$ cat config.mk
export PLATFORM = sky130hd
export DESIGN_NAME = seq_detector_prog
export DESIGN_NICKNAME = d
export VERILOG_FILES = /design/src/rtl/seq_det_pkg.sv /design/src/rtl/sat_counter.sv /design/src/rtl/seq_detector_prog.sv
export SDC_FILE = /design/constraint.sdc
export NUM_CORES = 1
export LEC_CHECK = 0
export ABC_AREA = 1
export BUFFER_PORTS_ARGS = -buffer_cell sky130_fd_sc_hd__buf_4
export CORE_UTILIZATION = 40
export CTS_BUF_LIST = sky130_fd_sc_hd__clkbuf_8
export DETAILED_ROUTE_END_ITERATION = 12
export GPL_TIMING_DRIVEN = 0
export PLACE_DENSITY = 0.63
export SYNTH_ARGS = -nofsm -noshare
export SYNTH_HDL_FRONTEND = slang
export SYNTH_HIERARCHICAL = 1
export SYNTH_SLANG_ARGS = --single-unit
$ cat constraint.sdc
create_clock -name clk -period 1.8 [get_ports clk]
set_input_delay 0.09 -clock clk [delete_from_list [all_inputs] [get_ports clk]]
set_output_delay 0.09 -clock clk [all_outputs]
set_load 0.1 [all_outputs]
$ cat src/rtl/seq_det_pkg.sv
// Shared definitions for the programmable serial sequence detector:
// FSM state encodings and the default pattern loaded at reset.
package seq_det_pkg;

  typedef enum logic [1:0] {
    S_FILL  = 2'd0,
    S_HUNT  = 2'd1,
    S_MATCH = 2'd2,
    S_ILL   = 2'd3
  } state_e;

  localparam logic [31:0] PAT_RST_DEF = 32'b11011;

endpackage

$ cat src/rtl/sat_counter.sv
// Saturating up-counter with synchronous clear; clear wins over increment.
// Registered output, one-cycle update latency, no wrap at all-ones.
module sat_counter #(
  parameter int W = 8
) (
  input  logic         clk,
  input  logic         rst,
  input  logic         inc,
  input  logic         clr,
  output logic [W-1:0] q
);

  logic [W-1:0] cnt_q;
  logic [W-1:0] cnt_d;

  always_comb begin
    cnt_d = cnt_q;
    if (clr) begin
      cnt_d = '0;
    end else if (inc && (cnt_q != '1)) begin
      cnt_d = cnt_q + 1'b1;
    end
  end

  always_ff @(posedge clk) begin
    if (rst) begin
      cnt_q <= '0;
    end else begin
      cnt_q <= cnt_d;
    end
  end

  assign q = cnt_q;

endmodule

$ cat src/rtl/seq_detector_prog.sv
// Programmable serial pattern detector: Moore flag one cycle after the completing
// bit, selectable overlapping/non-overlapping matching, saturating match counter.
module seq_detector_prog
  import seq_det_pkg::*;
#(
  parameter int               PAT_W   = 5,
  parameter int               CNT_W   = 8,
  parameter logic [PAT_W-1:0] PAT_RST = PAT_RST_DEF[PAT_W-1:0]
) (
  input  logic             clk,
  input  logic             rst,
  input  logic             in_valid,
  input  logic             in_bit,
  input  logic             pat_load,
  input  logic [PAT_W-1:0] pat_in,
  input  logic             overlap_en,
  input  logic             cnt_clr,
  output logic             out,
  output logic [CNT_W-1:0] match_cnt,
  output logic [1:0]       state_o
);

  localparam int              FILL_W   = $clog2(PAT_W + 1);
  localparam logic [FILL_W-1:0] FILL_MAX = FILL_W'(PAT_W);

  state_e            state_q, state_d;
  logic [FILL_W-1:0] fill_q, fill_d, fill_inc;
  logic [PAT_W-1:0]  hist_q, hist_d, hist_shift;
  logic [PAT_W-1:0]  pat_q, pat_d;
  logic              accept;
  logic              hit;

  always_comb begin
    // a pattern load swallows any bit presented in the same cycle
    accept     = in_valid && !pat_load;
    hist_shift = {hist_q[PAT_W-2:0], in_bit};
    fill_inc   = (fill_q >= FILL_MAX) ? FILL_MAX : fill_q + 1'b1;
    hit        = accept && (state_q != S_ILL) &&
                 (hist_shift == pat_q) && (fill_inc == FILL_MAX);

    state_d = state_q;
    fill_d  = fill_q;
    hist_d  = hist_q;
    pat_d   = pat_q;

    if (pat_load) begin
      pat_d   = pat_in;
      fill_d  = '0;
      hist_d  = '0;
      state_d = S_FILL;
    end else if (state_q == S_ILL) begin
      state_d = S_FILL;
      fill_d  = '0;
    end else if (accept) begin
      hist_d = hist_shift;
      if (hit) begin
        state_d = S_MATCH;
        // non-overlapping mode forces a fresh PAT_W bits before the next hit
        fill_d  = overlap_en ? fill_inc : '0;
      end else begin
        fill_d  = fill_inc;
        state_d = (fill_inc < FILL_MAX) ? S_FILL : S_HUNT;
      end
    end else if (state_q == S_MATCH) begin
      state_d = overlap_en ? S_HUNT : S_FILL;
    end
  end

  always_ff @(posedge clk) begin
    if (rst) begin
      state_q <= S_FILL;
      fill_q  <= '0;
      hist_q  <= '0;
      pat_q   <= PAT_RST;
    end else begin
      state_q <= state_d;
      fill_q  <= fill_d;
      hist_q  <= hist_d;
      pat_q   <= pat_d;
    end
  end

  sat_counter #(
    .W (CNT_W)
  ) u_cnt (
    .clk (clk),
    .rst (rst),
    .inc (hit),
    .clr (cnt_clr),
    .q   (match_cnt)
  );

  assign out     = (state_q == S_MATCH);
  assign state_o = state_q;

endmodule

==> results_dict.tcl, run 1 <==
set metrics [dict create \
    worstSetupPathType "reg -> reg" \
    crit_family "buffers and inverters" \
    wire_per_inst_microns 10.5 \
    ant_nets 0 \
    numCtsBuffers 3 \
    critPathLaunchType "register" \
    p_leak_nw 0.715 \
    drt_drc_violations_left 2 \
    die_w_microns 57.3 \
    hold_depth 3 \
    yosys-top-cells-area "dfxtp_1, nand2_1, inv_1" \
    synth_area_sq_mm 0.00122 \
    num_io_pins 23 \
    ff2ff_setup_slack_ps 160 \
    cap_violations 0 \
    dominantRegCellSynth "dfxtp_1" \
    holdPathEnd "pat_q[3]" \
    cts_tree "built" \
    antenna_cells 0 \
    ys_types 26 \
    async_reset_ff_share_pct 0 \
    htreeDepth 1 \
    initial_core_util_pct 43.3 \
    nets 222 \
    final_common_cell "nand2_1" \
    max-slew-margin-rel_pct 64.3 \
    path_buf_inv 4 \
    postSynthCellCount 180 \
    slowest_stage "dfxtp_1" \
    hold_class "in -> reg" \
    drtIter0Drc 49 \
    fin_util_pct 53.2 \
    fin_cells 237 \
    fin_skew_ps 1.52 \
    io_buffer_count 21 \
    setup_viol 0 \
    tightest_slew_ps 534 \
    hold_violations 0 \
    powerDensity_mw_per_mm2 636 \
    slew_violations 0 \
    violations "DRC" \
    ir_drop_uv 295 \
    synthToLayoutAreaGrowth_pct 23.0 \
    max_clock_freq_mhz 608 \
    r2r_start "fill_q[1]" \
    crit_required_ps 1960 \
    ys_ff_latch 22 \
    grt_first_pass_wirelength_microns 4390 \
    antenna_found_initial 0 \
    r2r_cells 10 \
    placed_cells 232 \
    die_h_microns 57.3 \
    dieArea_sq_mm 0.00328 \
    via_per_inst 4.92 \
    crit_chain "inv_1, ha_1, inv_1, o21ai_2, nand2_2, inv_1, buf_6, nand2_1, nor2_1, nor2_1" \
    fillerInstances 286 \
    run_status "finished, violations left" \
    regToRegEndpoint "u_cnt/q[7]" \
    p_total_mw 0.958 \
    critPathMaxFanout 10 \
    synth-edff-count 0 \
    crit_path_frequent_cell "inv_1" \
    clock_path_buffers 2 \
    grt_use_total_pct 16.7 \
    grt_overflow 0 \
    vias 1165 \
    min_period_over_period_pct 91.4 \
    yosysWarnings 6 \
    drt_wl_total_microns 2500 \
    clk_pin_slew_ps 80 \
    num_rows 19 \
    worstHoldStart "pat_in[3]" \
    final_cell_mix "nand2_1, inv_1, buf_4, a21oi_1, dfxtp_1" \
    finalCriticalPeriod_ps 1640 \
    yosys.area.top_type "dfxtp_1" \
    yosysSeqAreaShare_pct 36.0 \
    firstDrtPassIters 8 \
    cp_slowest_stage_delay_ps 340 \
    gp_congestion 0.803 \
    clk_latency_ps 260 \
    cts_root_buf "clkbuf_8" \
    end_kind "register" \
    synth_top_area_share_pct 36.0 \
    post-dp-hpwl_microns 1970 \
    grt_pass1_vias 1042 \
    synth_area_per_cell_sq_um 6.80 \
    synth_fp_nets 195 \
    fp.coreArea_sq_mm 0.00283 \
    cts.sinks 22 \
    drive_above_1_share_pct 23.8 \
    critPathArrivalTime_ps 1800 \
    grt_max_degree 13 \
]
-- flip-flops by register name, indices dropped and copies added (netlist names) --
name,flops
u_cnt/q,8
pat_q,5
hist_q,4
fill_q,3
state_o,2
-- synthesized netlist by cell type, types with 2 or more instances --
library cell	n
inv_2	2
dfxtp_1	22
nor2_1	19
nor2_2	2
a21oi_1	18
nand2_1	42
xnor2_1	2
nand3_1	12
nand2_2	3
nor2_4	2
inv_1	29
o21ai_0	11
ha_1	3
-- area by class of cell --
type / count / area, sq um / area share, %
multi-input combinational: 125 / 662 / 44.0
tap: 31 / 38.8 / 2.58
timing repair buffer: 22 / 165 / 11.0
buffer: 2 / 22.5 / 1.50
clock buffer: 4 / 55.1 / 3.66
inverter: 31 / 116 / 7.73
sequential: 22 / 445 / 29.6
-- logic make-up (layout without fill, tap and decap cells) --
kind of cell / after synthesis / in the layout / share of synthesized area, %
AO/OA/AOI/OAI: 35 / 35 / 15.4
XOR/XNOR: 2 / 2 / 1.43
adder cells (fa/ha/maj): 3 / 3 / 3.07
buffers and inverters: 33 / 59 / 10.7
flip-flops: 22 / 22 / 36.0
AND/OR/NAND/NOR: 85 / 85 / 33.3
-- tightest hold or removal path: stages --
cell	delay [ps]
buf_4	80
a21oi_1	50
o21ai_0	60
-- what timing repair did --
| item | in CTS | in global routing |
|---|---|---|
| hold endpoints to repair | 0 | 0 |
| resized for setup | 1 | 5 |
| buffers inserted | 0 | 1 |
| hold buffers | 0 | 0 |
| pin swaps | 0 | 1 |
| setup endpoints to repair | 6 | 8 |
-- routing by layer --
layer / vias up / wire, microns / global-route usage, %
met5: - / 0 / 0
met3: 5 / 66 / 2.95
met1: 531 / 1220 / 20.9
met4: 0 / 29 / 5.23
met2: 13 / 1180 / 29.2
li1: 616 / - / -
-- power breakdown --
group | leakage (nW) | internal (mW) | switching, mW
combinational | 0.505 | 0.0391 | 0.0506
sequential | 0.181 | 0.498 | 0.00716
clock | 0.0288 | 0.195 | 0.167
-- worst max-delay path by stage --
stage,depth (start not counted),slack [ps],from,end
2_1_floorplan,10,3,state_o[0],u_cnt/q[7]
3_3_place_gp,10,-40,fill_q[1],u_cnt/q[7]
5_1_grt,11,-4,fill_q[1],u_cnt/q[3]
6_report,10,160,fill_q[1],u_cnt/q[7]
3_5_place_dp,10,-90,fill_q[1],u_cnt/q[7]
4_1_cts,10,40,fill_q[1],u_cnt/q[7]
-- stage by stage --
stage	TNS, ps	cell area (sq um)	hold WS (ps)	worst slack (ps)
6_report	0	1510	38.9	155
5_1_grt	-4.24	1510	49.8	-4.24
3_5_place_dp	-324	1430	308	-94.3
2_1_floorplan	0	1240	190	3.17
4_1_cts	0	1490	41.6	43.5
3_3_place_gp	-75.5	1430	303	-40.1
(Power assumes the default switching activity.)
==> run 2: changes to the inputs <==
==> constraint.sdc (replaced) <==
create_clock -name clk -period 1.6 [get_ports clk]
set_input_delay 0.08 -clock clk [delete_from_list [all_inputs] [get_ports clk]]
set_output_delay 0.08 -clock clk [all_outputs]
set_load 0.1 [all_outputs]
==> results_dict.tcl, run 2 (synthesized netlist as in run 1, its figures left out) <==
set metrics [dict create \
    post-route-worst-setup-slack_ps 83.1 \
    end_kind "register" \
    antenna_found_initial 0 \
    setup_viol 0 \
    crit_chain "ha_2, xnor2_2, o21ai_2, nand2_2, inv_4, nand2_4, nor2_4, nand3_2, nand2_1, nor2_1" \
    die_w_microns 57.3 \
    grt_pass1_vias 1057 \
    drtIter0Drc 44 \
    r2r_cells 10 \
    grt_max_degree 13 \
    finalInstanceArea_sq_mm 0.00161 \
    pre_cts_ws_ps -101 \
    placed_cells 232 \
    max-slew-margin-rel_pct 65.3 \
    clock_path_buffers 2 \
    cts_root_buf "clkbuf_8" \
    tightest_slew_ps 518 \
    critPathMaxFanout 4 \
    ir_drop_uv 550 \
    r2r_start "fill_q[0]" \
    fin_setup_tns_ps 0 \
    powerDensity_mw_per_mm2 670 \
    hold_class "in -> reg" \
    largest_register_ffs 8 \
    holdPathEnd "pat_q[0]" \
    synthToLayoutAreaGrowth_pct 31.6 \
    slew_violations 0 \
    dieArea_sq_mm 0.00328 \
    cts.sinks 22 \
    grt_use_total_pct 17.2 \
    worstSetupPathType "reg -> reg" \
    run_status "finished, violations left" \
    max_clock_freq_mhz 659 \
    cts_tree "built" \
    htreeDepth 1 \
    io_buffer_count 21 \
    hold_violations 0 \
    fin_util_pct 56.9 \
    crit_family "simple AND/OR/NAND/NOR gates" \
    ant_nets 0 \
    path_buf_inv 1 \
    firstDrtPassIters 8 \
    drive_above_1_share_pct 34.1 \
    whs_ps 18.5 \
    vias 1155 \
    cp_slowest_stage_delay_ps 370 \
    violations "DRC" \
    crit_required_ps 1770 \
    regToRegEndpoint "u_cnt/q[4]" \
    numCtsBuffers 3 \
    antenna_cells 0 \
    gp_congestion 0.785 \
    final_cell_mix "nand2_1, inv_1, buf_4, a21oi_1, nor2_1" \
    p_total_mw 1.08 \
    clk_pin_slew_ps 80 \
    fin_skew_ps 3.50 \
    fp.coreArea_sq_mm 0.00283 \
    final_common_cell "nand2_1" \
    p_leak_nw 0.747 \
    cap_violations 0 \
    drt_wl_total_microns 2650 \
    via_per_inst 4.83 \
    fin_cells 239 \
    rsz0062_at_grt "no" \
    clk_latency_ps 270 \
    critPathArrivalTime_ps 1680 \
    finalCriticalPeriod_ps 1520 \
    worstHoldStart "pat_in[0]" \
    die_h_microns 57.3 \
    drt_drc_violations_left 2 \
    num_rows 19 \
    num_io_pins 23 \
    cts_hold_buf 0 \
    hold_depth 3 \
    nets 224 \
    initial_core_util_pct 43.3 \
    grt_first_pass_wirelength_microns 4360 \
    critPathLaunchType "register" \
    ff2ff_setup_slack_ps 80 \
    place_area_sq_mm 0.00145 \
    post-dp-hpwl_microns 1890 \
    grt_overflow 0 \
    slowest_stage "dfxtp_4" \
    min_period_over_period_pct 94.8 \
    wire_per_inst_microns 11.1 \
]
run 2: cell types whose count changed in the layout (fill, tap and decap cells not counted), moves of 2 or more:
cell | before | now
inv_2 | 2 | 5
nand2_1 | 42 | 40
inv_1 | 29 | 25
dfxtp_1 | 18 | 10
ha_1 | 3 | 1
dfxtp_4 | 0 | 3
dfxtp_2 | 4 | 9
run 2: area by class of cell:
cell class	instances	area, sq um
Fill cell	275	1220
Multi-Input combinational cell	125	711
Inverter	31	119
Buffer	2	26.3
Tap cell	31	38.8
Timing Repair Buffer	24	198
Sequential cell	22	463
Clock buffer	4	55.1
run 2: power breakdown:
| part | switching (mW) | internal (mW) |
|---|---|---|
| combinational | 0.0577 | 0.0459 |
| sequential | 0.00825 | 0.556 |
| clock | 0.192 | 0.220 |
| total | 0.258 | 0.822 |
run 2: layer usage:
layer	vias up	GRT usage (%)	routed length [microns]
li1	623	-	-
met1	509	21.7	1290
met2	19	28.1	1250
met3	4	4.99	86
met4	0	6.27	28
met5	-	0	0
run 2: worst max path at each step:
stage                           from         end  slack [ps]  cells past startpoint
after floorplan           state_o[1]  state_o[0]         -40                      6
after CTS                  fill_q[1]  u_cnt/q[7]          20                      9
final                      fill_q[0]  u_cnt/q[4]          80                     10
after global placement     fill_q[1]  u_cnt/q[7]         -70                     10
after global routing       fill_q[1]  u_cnt/q[3]          10                     11
after detailed placement   fill_q[1]  u_cnt/q[7]        -100                     10
run 2: repair_timing:
action | CTS | global route
gates cloned | 0 | 1
setup endpoints to repair | 8 | 8
setup buffers | 1 | 1
pin swaps | 1 | 6
gates resized for setup | 3 | 20
run 2: tightest hold or removal path, stage by stage:
cell and delay, ps:
buf_4 80, a21oi_1 50, o21ai_0 50
